## config.mk

```make
export PLATFORM = sky130hd
export DESIGN_NAME = debug_rom_ctrl_flat
export DESIGN_NICKNAME = d
export VERILOG_FILES = /design/src/rtl/debug_rom_ctrl_if.sv /design/src/rtl/debug_rom_ctrl.sv /design/src/flat_wrapper.sv
export SDC_FILE = /design/constraint.sdc
export NUM_CORES = 1
export LEC_CHECK = 0
export ABC_AREA = 0
export CAP_MARGIN = 20
export CORE_AREA = 5 5 547 549
export DETAILED_ROUTE_END_ITERATION = 8
export DIE_AREA = 0 0 552 554
export PLACE_DENSITY_LB_ADDON = 0.3
export SETUP_SLACK_MARGIN = 0.5
export SLEW_MARGIN = 10
export SYNTH_ARGS = -nofsm -noshare
export SYNTH_HDL_FRONTEND = slang
export SYNTH_SLANG_ARGS = --single-unit
export TNS_END_PERCENT = 20
```

## constraint.sdc

```tcl
create_clock -name clk_i -period 7.8 [get_ports clk_i]
set_input_delay 1.17 -clock clk_i [delete_from_list [all_inputs] [get_ports clk_i]]
set_output_delay 1.17 -clock clk_i [all_outputs]
set_load 0.03 [all_outputs]
```

## src/rtl/debug_rom_ctrl_if.sv

```systemverilog
// Request/response bus between a debug fetch/load master and the debug ROM controller.
// Latency: none (wires only).
// Backpressure: requests stall on gnt_o; responses stall on rready_i.
// Ports: master drives req_i/we_i/addr_i/rready_i, slave drives gnt_o/rvalid_o/rdata_o/rerr_o.
interface debug_rom_ctrl_if #(
  parameter int unsigned DATA_W = 64,
  parameter int unsigned ADDR_W = 64
);
  logic              req_i;
  logic              we_i;
  logic [ADDR_W-1:0] addr_i;
  logic              gnt_o;
  logic              rvalid_o;
  logic              rready_i;
  logic [DATA_W-1:0] rdata_o;
  logic              rerr_o;

  modport master (
    output req_i, we_i, addr_i, rready_i,
    input  gnt_o, rvalid_o, rdata_o, rerr_o
  );

  modport slave (
    input  req_i, we_i, addr_i, rready_i,
    output gnt_o, rvalid_o, rdata_o, rerr_o
  );
endinterface

```

## src/rtl/debug_rom_ctrl.sv

```systemverilog
// Debug ROM controller: decodes addresses against BASE_ADDR and returns ROM words or error responses in order.
// Latency: response visible the cycle after the transfer when nothing older is pending.
// Backpressure: at most OUT_DEPTH requests outstanding; gnt_o drops when full, head held while rready_i is low.
// Ports: clk_i/rst_ni (async, active-low), image_i (ROM contents, word k at k*DATA_W), bus (slave side of debug_rom_ctrl_if).
module debug_rom_ctrl #(
  parameter int unsigned       DATA_W    = 64,
  parameter int unsigned       ROM_WORDS = 20,
  parameter int unsigned       ADDR_W    = 64,
  parameter logic [ADDR_W-1:0] BASE_ADDR = 'h800,
  parameter int unsigned       OUT_DEPTH = 2
) (
  input  logic                          clk_i,
  input  logic                          rst_ni,
  input  logic [ROM_WORDS*DATA_W-1:0]   image_i,
  debug_rom_ctrl_if.slave               bus
);

  localparam int unsigned OFF_B = $clog2(DATA_W / 8);
  localparam int unsigned IW    = (ROM_WORDS > 1) ? $clog2(ROM_WORDS) : 1;
  localparam int unsigned PW    = (OUT_DEPTH > 1) ? $clog2(OUT_DEPTH) : 1;
  localparam int unsigned CW    = $clog2(OUT_DEPTH + 1);

  // ROM view of the flat image
  logic [DATA_W-1:0] rom [ROM_WORDS];
  for (genvar k = 0; k < ROM_WORDS; k++) begin : g_rom
    assign rom[k] = image_i[k*DATA_W +: DATA_W];
  end

  // Address decode
  logic [ADDR_W-1:0] off;
  logic [ADDR_W-1:0] idx_full;
  logic              dec_err;
  logic [IW-1:0]     dec_idx;

  always_comb begin
    off      = bus.addr_i - BASE_ADDR;
    idx_full = off >> OFF_B;
    dec_err  = (bus.addr_i < BASE_ADDR)
            || (idx_full >= ADDR_W'(ROM_WORDS))
            || (off[OFF_B-1:0] != '0)
            || bus.we_i;
    // Erroring requests store index 0 so the ROM read below stays in range.
    dec_idx  = dec_err ? '0 : IW'(idx_full);
  end

  // Credit-based grant: stage 1 plus queue may never exceed OUT_DEPTH.
  logic [CW-1:0] outstanding;
  logic          transfer;
  logic          pop;

  assign bus.gnt_o = bus.req_i && (outstanding < CW'(OUT_DEPTH));
  assign transfer  = bus.req_i && bus.gnt_o;

  // Stage 1: registered decode result
  logic          s1_vld;
  logic          s1_err;
  logic [IW-1:0] s1_idx;
  logic [DATA_W-1:0] s1_word;

  always_ff @(posedge clk_i or negedge rst_ni) begin
    if (!rst_ni) begin
      s1_vld <= 1'b0;
      s1_err <= 1'b0;
      s1_idx <= '0;
    end else begin
      s1_vld <= transfer;
      if (transfer) begin
        s1_err <= dec_err;
        s1_idx <= dec_idx;
      end
    end
  end

  assign s1_word = s1_err ? '0 : rom[s1_idx];

  // Response queue of {rerr, rdata}
  logic [DATA_W:0] q_mem [OUT_DEPTH];
  logic [PW-1:0]   rd_ptr;
  logic [PW-1:0]   wr_ptr;
  logic [CW-1:0]   q_count;
  logic            q_empty;
  logic            q_full;
  logic            q_push;
  logic            q_pop;
  logic [DATA_W:0] head;

  assign q_empty = (q_count == '0);
  assign q_full  = (q_count == CW'(OUT_DEPTH));

  // When the queue is empty the stage-1 word is presented directly, which
  // gives the one-cycle latency; it is newer than any queued entry, so this
  // never reorders responses.
  always_comb begin
    head = '0;
    if (!q_empty) begin
      head = q_mem[rd_ptr];
    end else if (s1_vld) begin
      head = {s1_err, s1_word};
    end
  end

  assign bus.rvalid_o = !q_empty || s1_vld;
  assign bus.rerr_o   = head[DATA_W];
  assign bus.rdata_o  = head[DATA_W-1:0];

  assign pop    = bus.rvalid_o && bus.rready_i;
  assign q_pop  = pop && !q_empty;
  // The stage-1 word is enqueued unless it was consumed straight from stage 1.
  assign q_push = s1_vld && !(pop && q_empty);

  function automatic logic [PW-1:0] ptr_inc(input logic [PW-1:0] p);
    return (p == PW'(OUT_DEPTH - 1)) ? '0 : p + 1'b1;
  endfunction

  always_ff @(posedge clk_i or negedge rst_ni) begin
    if (!rst_ni) begin
      rd_ptr  <= '0;
      wr_ptr  <= '0;
      q_count <= '0;
    end else begin
      if (q_push) wr_ptr <= ptr_inc(wr_ptr);
      if (q_pop)  rd_ptr <= ptr_inc(rd_ptr);
      case ({q_push, q_pop})
        2'b10:   q_count <= q_count + 1'b1;
        2'b01:   q_count <= q_count - 1'b1;
        default: q_count <= q_count;
      endcase
    end
  end

  // Storage needs no reset: entries are only read while counted valid.
  always_ff @(posedge clk_i) begin
    if (q_push) q_mem[wr_ptr] <= {s1_err, s1_word};
  end

  // Outstanding counter: stage-1 entries plus queued entries
  always_ff @(posedge clk_i or negedge rst_ni) begin
    if (!rst_ni) begin
      outstanding <= '0;
    end else begin
      case ({transfer, pop})
        2'b10:   outstanding <= outstanding + 1'b1;
        2'b01:   outstanding <= outstanding - 1'b1;
        default: outstanding <= outstanding;
      endcase
    end
  end

  // The credit rule makes queue overflow impossible.
  always_ff @(posedge clk_i) begin
    if (rst_ni) begin
      assert (!(q_push && q_full && !q_pop));
    end
  end

endmodule

```

## src/flat_wrapper.sv

```systemverilog
// flat-port wrapper written by rule: the top's interface ports become plain ports
module debug_rom_ctrl_flat 
#(
  parameter int unsigned       DATA_W    = 64,
  parameter int unsigned       ROM_WORDS = 20,
  parameter int unsigned       ADDR_W    = 64,
  parameter logic [ADDR_W-1:0] BASE_ADDR = 'h800,
  parameter int unsigned       OUT_DEPTH = 2
)
  (clk_i, rst_ni, image_i, bus_req_i, bus_we_i, bus_addr_i, bus_rready_i, bus_gnt_o, bus_rvalid_o, bus_rdata_o, bus_rerr_o);
  debug_rom_ctrl_if #(.DATA_W(DATA_W), .ADDR_W(ADDR_W)) bus_i ();
  input  logic clk_i;
  input  logic rst_ni;
  input  logic [ROM_WORDS*DATA_W-1:0] image_i;
  input wire logic [$bits(bus_i.req_i)-1:0] bus_req_i;
  input wire logic [$bits(bus_i.we_i)-1:0] bus_we_i;
  input wire logic [$bits(bus_i.addr_i)-1:0] bus_addr_i;
  input wire logic [$bits(bus_i.rready_i)-1:0] bus_rready_i;
  output wire logic [$bits(bus_i.gnt_o)-1:0] bus_gnt_o;
  output wire logic [$bits(bus_i.rvalid_o)-1:0] bus_rvalid_o;
  output wire logic [$bits(bus_i.rdata_o)-1:0] bus_rdata_o;
  output wire logic [$bits(bus_i.rerr_o)-1:0] bus_rerr_o;
  assign bus_i.req_i = bus_req_i;
  assign bus_i.we_i = bus_we_i;
  assign bus_i.addr_i = bus_addr_i;
  assign bus_i.rready_i = bus_rready_i;
  assign bus_gnt_o = bus_i.gnt_o;
  assign bus_rvalid_o = bus_i.rvalid_o;
  assign bus_rdata_o = bus_i.rdata_o;
  assign bus_rerr_o = bus_i.rerr_o;
  debug_rom_ctrl #(.DATA_W(DATA_W), .ROM_WORDS(ROM_WORDS), .ADDR_W(ADDR_W), .BASE_ADDR(BASE_ADDR), .OUT_DEPTH(OUT_DEPTH)) u_core (.clk_i(clk_i), .rst_ni(rst_ni), .image_i(image_i), .bus(bus_i));
endmodule
```

==> flow_metrics.env <==
export IMPL_worst_setup_path_type="register to output pin"
export IMPL_core_area_um2=293000
export IMPL_drc=0
export IMPL_hold_viol_final=0
export IMPL_final_seq_area_um2=4260
export IMPL_fillers=33400
export IMPL_p_leak_nw=10.6
export IMPL_cts_sinks=143
export IMPL_ctsResizeCount=0
export IMPL_num_rows=199
export IMPL_syn_inst=1230
export IMPL_slew_headroom_pct=34.4
export IMPL_yosysSeqAreaShare_pct=25.1
export IMPL_io_buffers=1415
export IMPL_fmax_mhz=170
export IMPL_synth_nets=2583
export IMPL_clock_path_buffers=3
export IMPL_ioPinCount=1416
export IMPL_tightest_slew_ns=0.984
export IMPL_ant_nets=0
export IMPL_finalCritPeriodShare_pct=75.5
export IMPL_cp_end_kind="output pin"
export IMPL_dr_pass1_iters=5
export IMPL_fp_dieW_um=552
export IMPL_hold_class="register to register"
export IMPL_critical_path_startpoint="u_core.s1_idx[0]$_DFFE_PN0P_"
export IMPL_syn_area_um2=16800
export IMPL_area_growth_pct=119
export IMPL_grt_setup_unrepaired="false"
export IMPL_grt_total_usage_pct=14.2
export IMPL_min_from="u_core.outstanding[1]$_DFFE_PN0P_"
export IMPL_dieHeight_um=554
export IMPL_multi_input_area_um2=12100
export IMPL_crit_path_start_kind="register"
export IMPL_min_to="u_core.outstanding[1]$_DFFE_PN0P_"
export IMPL_power_density_nw_per_um2=130
export IMPL_cts_htree_levels=4
export IMPL_ff2ff_setup_slack_ns=4.23
export IMPL_slew_violations=0
export IMPL_arrival_ns=4.72
export IMPL_synthFlopType="edfxtp_1"
export IMPL_ys_ff_latch=143
export IMPL_yosysWarnings=0
export IMPL_hpwl_mm=206
export IMPL_cts_root_buf="clkbuf_16"
export IMPL_hold_depth=1
export IMPL_cp_max_fo=31
export IMPL_grt_pass1_wl_mm=275
export IMPL_clk_pin_slew_ns=0.07
export IMPL_cp_data_required_time_ns=6.63
export IMPL_final_common_cell="clkdlybuf4s50_1"
export IMPL_layout_min_cycle_time_ns=5.89
export IMPL_syn_avg_cell_area_um2=13.7
export IMPL_drive_gt1_share_pct=19.0
export IMPL_clock_latency_ns=0.56
export IMPL_setup_viol=0
export IMPL_finClkSkew_ns=0.0291
export IMPL_final_cell_mix="clkdlybuf4s50_1, mux4_2, edfxtp_1"
export IMPL_cts_tree="built"
export IMPL_drt_wl_total_mm=227
export IMPL_maxCapViolCount=0
export IMPL_ys_async_sr_fraction_pct=9.09
export IMPL_wl_per_cell_um=34.4
export IMPL_ff2ff_path_depth=6
export IMPL_power_mw=4.80
export IMPL_numCtsBuffers=25
export IMPL_cts_hold_buf=0
export IMPL_num_vias=20400
export IMPL_synth_edf_count=130
export IMPL_grt_max_degree=82
export IMPL_ys_types=55
export IMPL_irDropWorstVdd_v=0.000116
export IMPL_fin_setup_tns_ns=0
export IMPL_routed_via_density=3.09
export IMPL_first_iter_violations=1637
export IMPL_initial_core_util_pct=5.74
export IMPL_antenna_found_initial=278
export IMPL_cts_setup_buffers=0
export IMPL_die_area_um2=306000
export IMPL_overflow=0
export IMPL_gp_congestion=0.940
export IMPL_status="complete, no violations"
export IMPL_final_nets=3947
export IMPL_grt_pass1_vias=21300
export IMPL_final_util_pct=12.6
export IMPL_timing_rr_end="u_core.q_mem[1][43]$_DFFE_PP_"
export IMPL_rr_startpoint="u_core.s1_idx[0]$_DFFE_PN0P_"
## sequential cells by signal (all words and copies together) (netlist names)
register            count
u_core.s1_vld           1
u_core.wr_ptr           1
u_core.q_mem          130
u_core.rd_ptr           1
u_core.s1_err           1
u_core.q_count          2
u_core.s1_idx           5
u_core.outstanding      2
## worst max-delay path by stage
stage	end	cells past startpoint
after floorplan	u_core.q_mem[0][0]$_DFFE_PP_	3
after global placement	bus_rdata_o[16]	8
after detailed placement	bus_rdata_o[16]	9
after CTS	bus_rdata_o[16]	9
after global routing	bus_rdata_o[16]	9
final	bus_rdata_o[16]	9
## per-layer routing
metal  vias up  routed length (µm)  GRT usage, %
li1       8120                   -             -
met3       422               30600          7.51
met5         -                1100             0
met1     10200               91600          17.5
met2      1519               97900          21.8
met4       168                5440          3.18
## per-stage QoR
| step | instances | setup slack (ns) | cell area (µm²) | hold WS [ns] |
|---|---|---|---|---|
| 6_report | 6589 | 1.91 | 36900 | 0.470 |
| 5_1_grt | 6540 | 1.54 | 36800 | 0.488 |
| 4_1_cts | 6519 | 1.67 | 36700 | 0.468 |
| 3_5_place_dp | 6486 | 2.34 | 36000 | 0.457 |
| 3_3_place_gp | 6483 | 2.01 | 36000 | 0.451 |
| 2_1_floorplan | 1230 | 3.25 | 16800 | 0.433 |
## power breakdown
part / switching, mW / total (mW) / internal (mW)
clock: 0.437 / 1.04 / 0.606
sequential: 0.121 / 1.12 / 0.995
combinational: 1.39 / 2.65 / 1.26
## cell type report
class | count | share of cell area [%]
flip-flops and latches | 143 | 11.5
repair buffers | 1477 | 40.0
clock inverters | 8 | 0.183
well taps | 3919 | 13.3
clock buffers | 25 | 1.70
multi-input cells | 938 | 32.7
inverters | 9 | 0.0916
diodes | 70 | 0.475
## cells in the mapped netlist, types with 2 or more instances
master | number | area (µm²)
nor3_1 | 14 | 70.1
or3_1 | 12 | 75.1
nand2_1 | 74 | 278
mux2i_1 | 65 | 651
nor4b_1 | 2 | 17.5
nor4_1 | 18 | 113
nand4_1 | 7 | 43.8
and3b_1 | 3 | 26.3
nor3b_1 | 2 | 15.0
nand3_1 | 69 | 345
nor2b_1 | 3 | 18.8
a211oi_1 | 2 | 15.0
edfxtp_1 | 130 | 3900
o2111ai_1 | 2 | 17.5
mux4_2 | 384 | 8650
buf_2 | 8 | 40.0
ha_1 | 4 | 50.1
clkbuf_1 | 88 | 330
nor2_1 | 14 | 52.6
a211o_1 | 2 | 17.5
or4_1 | 7 | 52.6
nand2b_1 | 68 | 425
xor2_1 | 7 | 61.3
o31ai_1 | 6 | 45.0
o21ai_0 | 71 | 355
a21oi_1 | 66 | 330
xnor2_1 | 8 | 70.1
buf_1 | 43 | 161
nand3b_1 | 5 | 37.5
dfrtp_1 | 13 | 325
inv_1 | 9 | 33.8
## kinds of logic after synthesis
kind of cell | after synthesis | share of synthesized area (%)
and+or+nand+nor | 306 | 9.70
xor gates and xnor gates | 15 | 0.780
DFF | 143 | 25.1
adders and majority gates | 4 | 0.297
buffers and inverters | 149 | 3.42
muxes | 449 | 55.2
AOI/OAI and AO/OA | 164 | 5.48
## worst max-delay path, stage by stage (launching register included)
cell and delay, ns:
dfrtp_4 0.89, buf_4 0.58, mux4_2 0.65, mux4_2 0.48, nand2b_1 0.15, a21oi_1 0.12, nand3_1 0.13, o21ai_0 0.15
buf_4 0.24, clkdlybuf4s50_1 0.62
(Power assumes the default switching activity.)
